[config.mk]
export PLATFORM = sky130hd
export DESIGN_NAME = ias_mem_arbiter
export DESIGN_NICKNAME = d
export VERILOG_FILES = /design/src/rtl/ias_pkg.sv /design/src/rtl/ias_starve_counter.sv /design/src/rtl/ias_mem_arbiter.sv
export SDC_FILE = /design/constraint.sdc
export NUM_CORES = 1
export LEC_CHECK = 0
export ABC_CLOCK_PERIOD_IN_PS = 1660
export CAP_MARGIN = 20
export CORE_MARGIN = 5
export CORE_UTILIZATION = 57
export DETAILED_ROUTE_END_ITERATION = 6
export DONT_BUFFER_PORTS = 1
export HOLD_SLACK_MARGIN = 0.1
export PLACE_DENSITY = 0.75
export SLEW_MARGIN = 25
export SYNTH_ARGS = -nofsm -noshare
export SYNTH_HDL_FRONTEND = slang
export SYNTH_SLANG_ARGS = --single-unit
[constraint.sdc]
create_clock -name clk -period 1.66 [get_ports clk]
set_input_delay 0.332 -clock clk [delete_from_list [all_inputs] [get_ports clk]]
set_output_delay 0.332 -clock clk [all_outputs]
set_load 0.01 [all_outputs]
[src/rtl/ias_pkg.sv]
// Shared definitions for the IAS memory subsystem: word geometry,
// arbiter state encoding and port-owner codes.
package ias_pkg;

  localparam int ADDR_W = 12;  // 4096-word main memory
  localparam int DATA_W = 40;  // IAS word

  typedef enum logic [1:0] {
    ST_IDLE  = 2'b00,
    ST_ISSUE = 2'b01,
    ST_WAIT  = 2'b10,
    ST_DONE  = 2'b11
  } arb_state_t;

  localparam logic OWNER_CPU = 1'b0;
  localparam logic OWNER_IO  = 1'b1;

endpackage

[src/rtl/ias_starve_counter.sv]
// Starvation guard for the I/O port: counts consecutive CPU grants taken
// while the I/O loader is waiting, and raises io_priority once the CPU has
// used up its allowed burst.
module ias_starve_counter #(
  parameter int MAX_CPU_BURST = 4
) (
  input  logic clk,
  input  logic reset_n,
  input  logic idle,
  input  logic cpu_grant,
  input  logic io_grant,
  input  logic io_req,
  output logic io_priority
);

  localparam logic [3:0] MAX_STREAK = 4'(MAX_CPU_BURST);

  logic [3:0] streak;

  // Streak register: clear when I/O is served or not waiting, count CPU
  // grants that overtook a waiting I/O request, saturate at the burst limit.
  always_ff @(posedge clk or negedge reset_n) begin
    // NOTE: sequential state uses non-blocking assignments so every register
    // samples pre-edge values, independent of block ordering.
    if (!reset_n) begin
      streak <= '0;
    end else if (io_grant) begin
      streak <= '0;
    end else if (idle && !io_req) begin
      streak <= '0;
    end else if (cpu_grant && io_req && (streak != MAX_STREAK)) begin
      streak <= streak + 4'd1;
    end
  end

  assign io_priority = (streak == MAX_STREAK);

endmodule

[src/rtl/ias_mem_arbiter.sv]
// Two-port arbiter for the IAS main memory. The CPU has fixed priority,
// bounded by a starvation guard for the I/O loader. Each grant runs a
// four-state registered transaction against a synchronous single-port
// memory with one cycle of read latency.
module ias_mem_arbiter
  import ias_pkg::*;
#(
  parameter int MAX_CPU_BURST = 4
) (
  input  logic              clk,
  input  logic              reset_n,
  // CPU port
  input  logic              cpu_req,
  input  logic              cpu_we,
  input  logic [ADDR_W-1:0] cpu_addr,
  input  logic [DATA_W-1:0] cpu_wdata,
  output logic              cpu_ack,
  output logic [DATA_W-1:0] cpu_rdata,
  // I/O loader port
  input  logic              io_req,
  input  logic              io_we,
  input  logic [ADDR_W-1:0] io_addr,
  input  logic [DATA_W-1:0] io_wdata,
  output logic              io_ack,
  output logic [DATA_W-1:0] io_rdata,
  // Memory side
  output logic              mem_en,
  output logic              mem_we,
  output logic [ADDR_W-1:0] mem_addr,
  output logic [DATA_W-1:0] mem_wdata,
  input  logic [DATA_W-1:0] mem_rdata,
  // Status
  output logic              busy,
  output logic              owner
);

  arb_state_t state;
  logic       io_priority;
  logic       sel_io;
  logic       grant_any;
  logic       cpu_grant;
  logic       io_grant;

  // Winner selection, only acted on while IDLE.
  always_comb begin
    // NOTE: every signal here is assigned on every pass, so no latch can be
    // inferred; any future conditional logic must keep a default first.
    sel_io    = io_req && (!cpu_req || io_priority);
    grant_any = (state == ST_IDLE) && (cpu_req || io_req);
    cpu_grant = grant_any && !sel_io;
    io_grant  = grant_any && sel_io;
  end

  ias_starve_counter #(
    .MAX_CPU_BURST (MAX_CPU_BURST)
  ) u_starve (
    .clk         (clk),
    .reset_n     (reset_n),
    .idle        (state == ST_IDLE),
    .cpu_grant   (cpu_grant),
    .io_grant    (io_grant),
    .io_req      (io_req),
    .io_priority (io_priority)
  );

  // Transaction FSM with all outputs registered; mem_we stays latched for
  // the whole transaction so WAIT knows whether to capture read data.
  always_ff @(posedge clk or negedge reset_n) begin
    if (!reset_n) begin
      state     <= ST_IDLE;
      mem_en    <= 1'b0;
      mem_we    <= 1'b0;
      mem_addr  <= '0;
      mem_wdata <= '0;
      cpu_ack   <= 1'b0;
      io_ack    <= 1'b0;
      cpu_rdata <= '0;
      io_rdata  <= '0;
      busy      <= 1'b0;
      owner     <= OWNER_CPU;
    end else begin
      case (state)
        ST_IDLE: begin
          if (grant_any) begin
            owner     <= sel_io ? OWNER_IO : OWNER_CPU;
            mem_en    <= 1'b1;
            mem_we    <= sel_io ? io_we    : cpu_we;
            mem_addr  <= sel_io ? io_addr  : cpu_addr;
            mem_wdata <= sel_io ? io_wdata : cpu_wdata;
            busy      <= 1'b1;
            state     <= ST_ISSUE;
          end
        end
        ST_ISSUE: begin
          mem_en <= 1'b0;
          state  <= ST_WAIT;
        end
        ST_WAIT: begin
          if (owner == OWNER_IO) begin
            if (!mem_we) io_rdata <= mem_rdata;
            io_ack <= 1'b1;
          end else begin
            if (!mem_we) cpu_rdata <= mem_rdata;
            cpu_ack <= 1'b1;
          end
          state <= ST_DONE;
        end
        ST_DONE: begin
          cpu_ack <= 1'b0;
          io_ack  <= 1'b0;
          busy    <= 1'b0;
          state   <= ST_IDLE;
        end
        default: state <= ST_IDLE;
      endcase
    end
  end

endmodule
==> results.sh, run 1 <==
export IMPL_yosysUniqueCellTypes=32
export IMPL_cts_hold_buffers=138
export IMPL_root_buffer="clkbuf_8"
export IMPL_synth_fa_ha_area_share_pct=1.393
export IMPL_htreeDepth=4
export IMPL_clockBufferDepth=2
export IMPL_dp_hpwl_mm=11.47
export IMPL_die_h_um=115.0
export IMPL_ys_seq_area_share_pct=57.32
export IMPL_gp_congestion=0.8001
export IMPL_first_error="[ERROR RSZ-0060] Max buffer count reached."
export IMPL_post_cts_buffers=0
export IMPL_status="did not finish"
export IMPL_synth_edf_count=0
export IMPL_synth_top_family_by_area="multiplexers"
export IMPL_synth_avg_cell_area_sq_um=11.64
export IMPL_syn_inst=540
export IMPL_cts_sinks=144
export IMPL_syn_nets=697
export IMPL_synth_seq_cells=144
export IMPL_numCtsBuffers=17
export IMPL_cts_resized=1
export IMPL_synth_compound_area_share_pct=8.599
export IMPL_rows=38
export IMPL_port_buffers=0
export IMPL_start_util_pct=57.99
export IMPL_haltStage="clock tree synthesis (4_1_cts)"
export IMPL_ys_warnings_count=0
export IMPL_io_pins=288
export IMPL_synth_xor_area_share_pct=0
export IMPL_synthMuxAreaShare_pct=14.51
export IMPL_yosys_area_share_simple_pct=13.55
export IMPL_postSynth_asyncResetShare_pct=100.0
export IMPL_synth_area_sq_um=6286
export IMPL_die_x_um=115.0
export IMPL_synth_top_flop_cell="dfrtp_1"
export IMPL_synthDominantCellAreaShare_pct=57.32
export IMPL_synth_area_leaders="dfrtp_1, mux2_2, nand2_1"
export IMPL_yosysTopAreaCell="dfrtp_1"
[cells by family after synthesis]
family          after synthesis
compound gates               74
fa+ha+maj                     7
buf+inv                      56
flops                       144
mux                          81
simple gates                178
[cells in the mapped netlist (2+ instances only)]
library cell,number
o22ai_1,2
o311ai_0,2
o21ai_0,9
nand4_1,54
ha_1,7
buf_1,2
clkbuf_1,13
mux2_1,3
dfrtp_1,144
o211ai_1,53
a31oi_1,2
a21oi_1,2
buf_4,5
buf_6,5
nand3_1,3
mux2_2,78
inv_1,12
buf_2,19
nand2_1,112
[stage by stage]
stage	instances	setup slack [ns]	area [sq um]	util [%]	hold slack, ns
after global placement	656	0.05788	6494	59.90	0.03937
after detailed placement	656	0.006804	6494	59.90	0.03860
after floorplan	540	0.003163	6289	-	0.03641
==> inputs of run 2 (changes only) <==
--- a/config.mk
+++ b/config.mk
@@ -5,14 +5,13 @@
 export SDC_FILE = /design/constraint.sdc
 export NUM_CORES = 1
 export LEC_CHECK = 0
-export ABC_CLOCK_PERIOD_IN_PS = 1660
+export ABC_CLOCK_PERIOD_IN_PS = 2150
 export CAP_MARGIN = 20
 export CORE_MARGIN = 5
-export CORE_UTILIZATION = 57
+export CORE_UTILIZATION = 40
 export DETAILED_ROUTE_END_ITERATION = 6
 export DONT_BUFFER_PORTS = 1
-export HOLD_SLACK_MARGIN = 0.1
-export PLACE_DENSITY = 0.75
+export PLACE_DENSITY_LB_ADDON = 0.15
 export SLEW_MARGIN = 25
 export SYNTH_ARGS = -nofsm -noshare
 export SYNTH_HDL_FRONTEND = slang
==> constraint.sdc (replaced) <==
create_clock -name clk -period 2.15 [get_ports clk]
set_input_delay 0.43 -clock clk [delete_from_list [all_inputs] [get_ports clk]]
set_output_delay 0.43 -clock clk [all_outputs]
set_load 0.01 [all_outputs]
==> results.sh, run 2 <==
export IMPL_cts_resized=0
export IMPL_layout_commonest_cell="dfrtp_1"
export IMPL_yosysTopAreaCell="dfrtp_1"
export IMPL_hold_viol=144
export IMPL_whs_ns=-0.2863
export IMPL_maxCapViolations=0
export IMPL_drt_iter0_drc=187
export IMPL_layout_common_cells="dfrtp_1, nand2_1, mux2_2"
export IMPL_cts_clk_slew_worst_paths_ns=0.06
export IMPL_ys_seq_area_share_pct=57.32
export IMPL_place_area_sq_um=6450
export IMPL_timing_final_ws_setup_ns=0.2361
export IMPL_die_h_um=135.4
export IMPL_ir_drop_v=0.0005348
export IMPL_yosysUniqueCellTypes=32
export IMPL_worstSetupPathType="register to register"
export IMPL_synth_area_sq_um=6286
export IMPL_ys_top_cells_by_count="dfrtp_1, nand2_1, mux2_2"
export IMPL_critical_path_max_stage_delay_ns=0.40
export IMPL_rows=45
export IMPL_worst_path_buf_inv=2
export IMPL_postSynth_asyncResetShare_pct=100.0
export IMPL_wl_per_cell_um=22.44
export IMPL_critPathMaxFanout=40
export IMPL_die_x_um=135.4
export IMPL_cp_arrival_ns=2.20
export IMPL_port_buffers=0
export IMPL_synth_seq_cells=144
export IMPL_synth_edf_count=0
export IMPL_cpLargestDelayFamily="flip-flops"
export IMPL_core_area_sq_um=15310
export IMPL_maxSlewHeadroom_pct=67.14
export IMPL_slew_violations=0
export IMPL_overflow=0
export IMPL_fin_crit_ns=1.914
export IMPL_tightest_slew_ns=0.4911
export IMPL_htreeDepth=4
export IMPL_post_cts_buffers=0
export IMPL_worstPathCellList="inv_1 > ha_1 > nor2b_2 > and2b_2 > buf_12 > mux2_2"
export IMPL_cts_sinks=144
export IMPL_wl_mm=16.81
export IMPL_root_buffer="clkbuf_16"
export IMPL_fin_crit_sh_pct=89.02
export IMPL_syn_nets=697
export IMPL_gp_congestion=0.7608
export IMPL_grt_max_degree=145
export IMPL_grt_use_total_pct=18.15
export IMPL_synthDominantCellAreaShare_pct=57.32
export IMPL_skew_ns=0.009793
export IMPL_reg_largest_list="cpu_rdata x40, io_rdata x40, mem_wdata x40"
export IMPL_ant_nets=0
export IMPL_ys_warnings_count=0
export IMPL_firstDrtPassIters=4
export IMPL_nNetsFinal=683
export IMPL_final_layout_size_suffix_gt1_share_pct=23.61
export IMPL_slowest_stage="dfrtp_1"
export IMPL_antenna_found_initial=0
export IMPL_syn_inst=540
export IMPL_dp_hpwl_mm=12.17
export IMPL_clk_latency_ns=0.41
export IMPL_tns_ns=0
export IMPL_clockBufferDepth=2
export IMPL_fmax_mhz=522.5
export IMPL_min_path_type="primary input to async pin"
export IMPL_post_place_ws_ns=0.2376
export IMPL_synth_area_leaders="dfrtp_1, mux2_2, nand2_1"
export IMPL_drc=0
export IMPL_start_util_pct=41.05
export IMPL_via_per_inst=5.621
export IMPL_io_pins=288
export IMPL_synth_top_flop_cell="dfrtp_1"
export IMPL_final_area_sq_um=7003
export IMPL_critPathRequiredTime_ns=2.44
export IMPL_syn_to_final_growth_pct=11.41
export IMPL_ff2ff_setup_slack_ns=0.24
export IMPL_powerDensity_nw_per_um2=1663
export IMPL_tritoncts="yes"
export IMPL_synth_avg_cell_area_sq_um=11.64
export IMPL_setup_violations=0
export IMPL_p_leak_uw=0.002865
export IMPL_startpoint_type="register"
export IMPL_grt_pass1_vias=4516
export IMPL_violations="negative hold slack"
export IMPL_grt_pass1_wl_mm=25.88
export IMPL_cp_end_kind="register"
export IMPL_vias=4210
export IMPL_final_util_pct=45.73
export IMPL_rsz0062_at_grt="no"
export IMPL_dieArea_sq_um=18320
export IMPL_antenna_cells=0
export IMPL_yosysMostFrequentCell="dfrtp_1"
export IMPL_numCtsBuffers=17
export IMPL_status="complete, but fails checks"
[run 2: cell counts after synthesis]
Identical to the previous run, type by type.
[run 2: stage by stage]
stage | cells | power [uW]
6_report | 749 | 11650
5_1_grt | 749 | 12420
4_1_cts | 749 | 11840
3_5_place_dp | 718 | 9065
3_3_place_gp | 718 | 8886
2_1_floorplan | 540 | 8013
[run 2: logic make-up (layout without fill, tap and decap cells)]
logic type / after synthesis / count (layout) / share of synthesized area (%)
AO/OA/AOI/OAI: 74 / 74 / 8.599
adder cells (fa/ha/maj): 7 / 7 / 1.393
buffers and inverters: 56 / 54 / 4.618
flip-flops: 144 / 144 / 57.32
multiplexers: 81 / 81 / 14.51
AND/OR/NAND/NOR: 178 / 178 / 13.55
[run 2: layout make-up]
type	instances	area [sq um]
multi-input combinational	340	2405
fill	1418	8312
sequential	144	3603
tap	211	264.0
clock buffer	19	442.9
clock inverter	12	110.1
timing repair buffer	11	132.6
inverter	12	45.04
[run 2: where the power goes]
group / internal (uW) / switching [uW] / leakage [uW]
clock: 1620 / 1110 / 0.000262
combinational: 1550 / 1560 / 0.000866
sequential: 4080 / 1730 / 0.00174
[run 2: worst reg2reg max path, cell delays in order (launching register included)]
cell,delay (ns)
dfrtp_1,0.40
inv_1,0.13
ha_1,0.24
nor2b_2,0.20
and2b_2,0.18
buf_12,0.22
mux2_2,0.42
[run 2: metal layers]
layer,routed length [um],global-route usage [%],up-vias
met5,0,0,-
met4,365,6.999,0
met3,2041,7.949,27
met2,8226,29.89,224
met1,6173,20.89,2048
li1,-,-,1911
[run 2: path summary, 6_finish.rpt]
check / start / cells after the start / endpoint
max: state[0] / 6 / cpu_rdata[11]
max reg2reg: state[0] / 6 / cpu_rdata[11]
min in group clk: mem_rdata[4] / 1 / cpu_rdata[4]
max in group asynchronous: reset_n / 0 / mem_wdata[27]
min: reset_n / 0 / cpu_rdata[17]
min reg2reg: cpu_rdata[2] / 1 / cpu_rdata[2]
(Power assumes the default switching activity.)
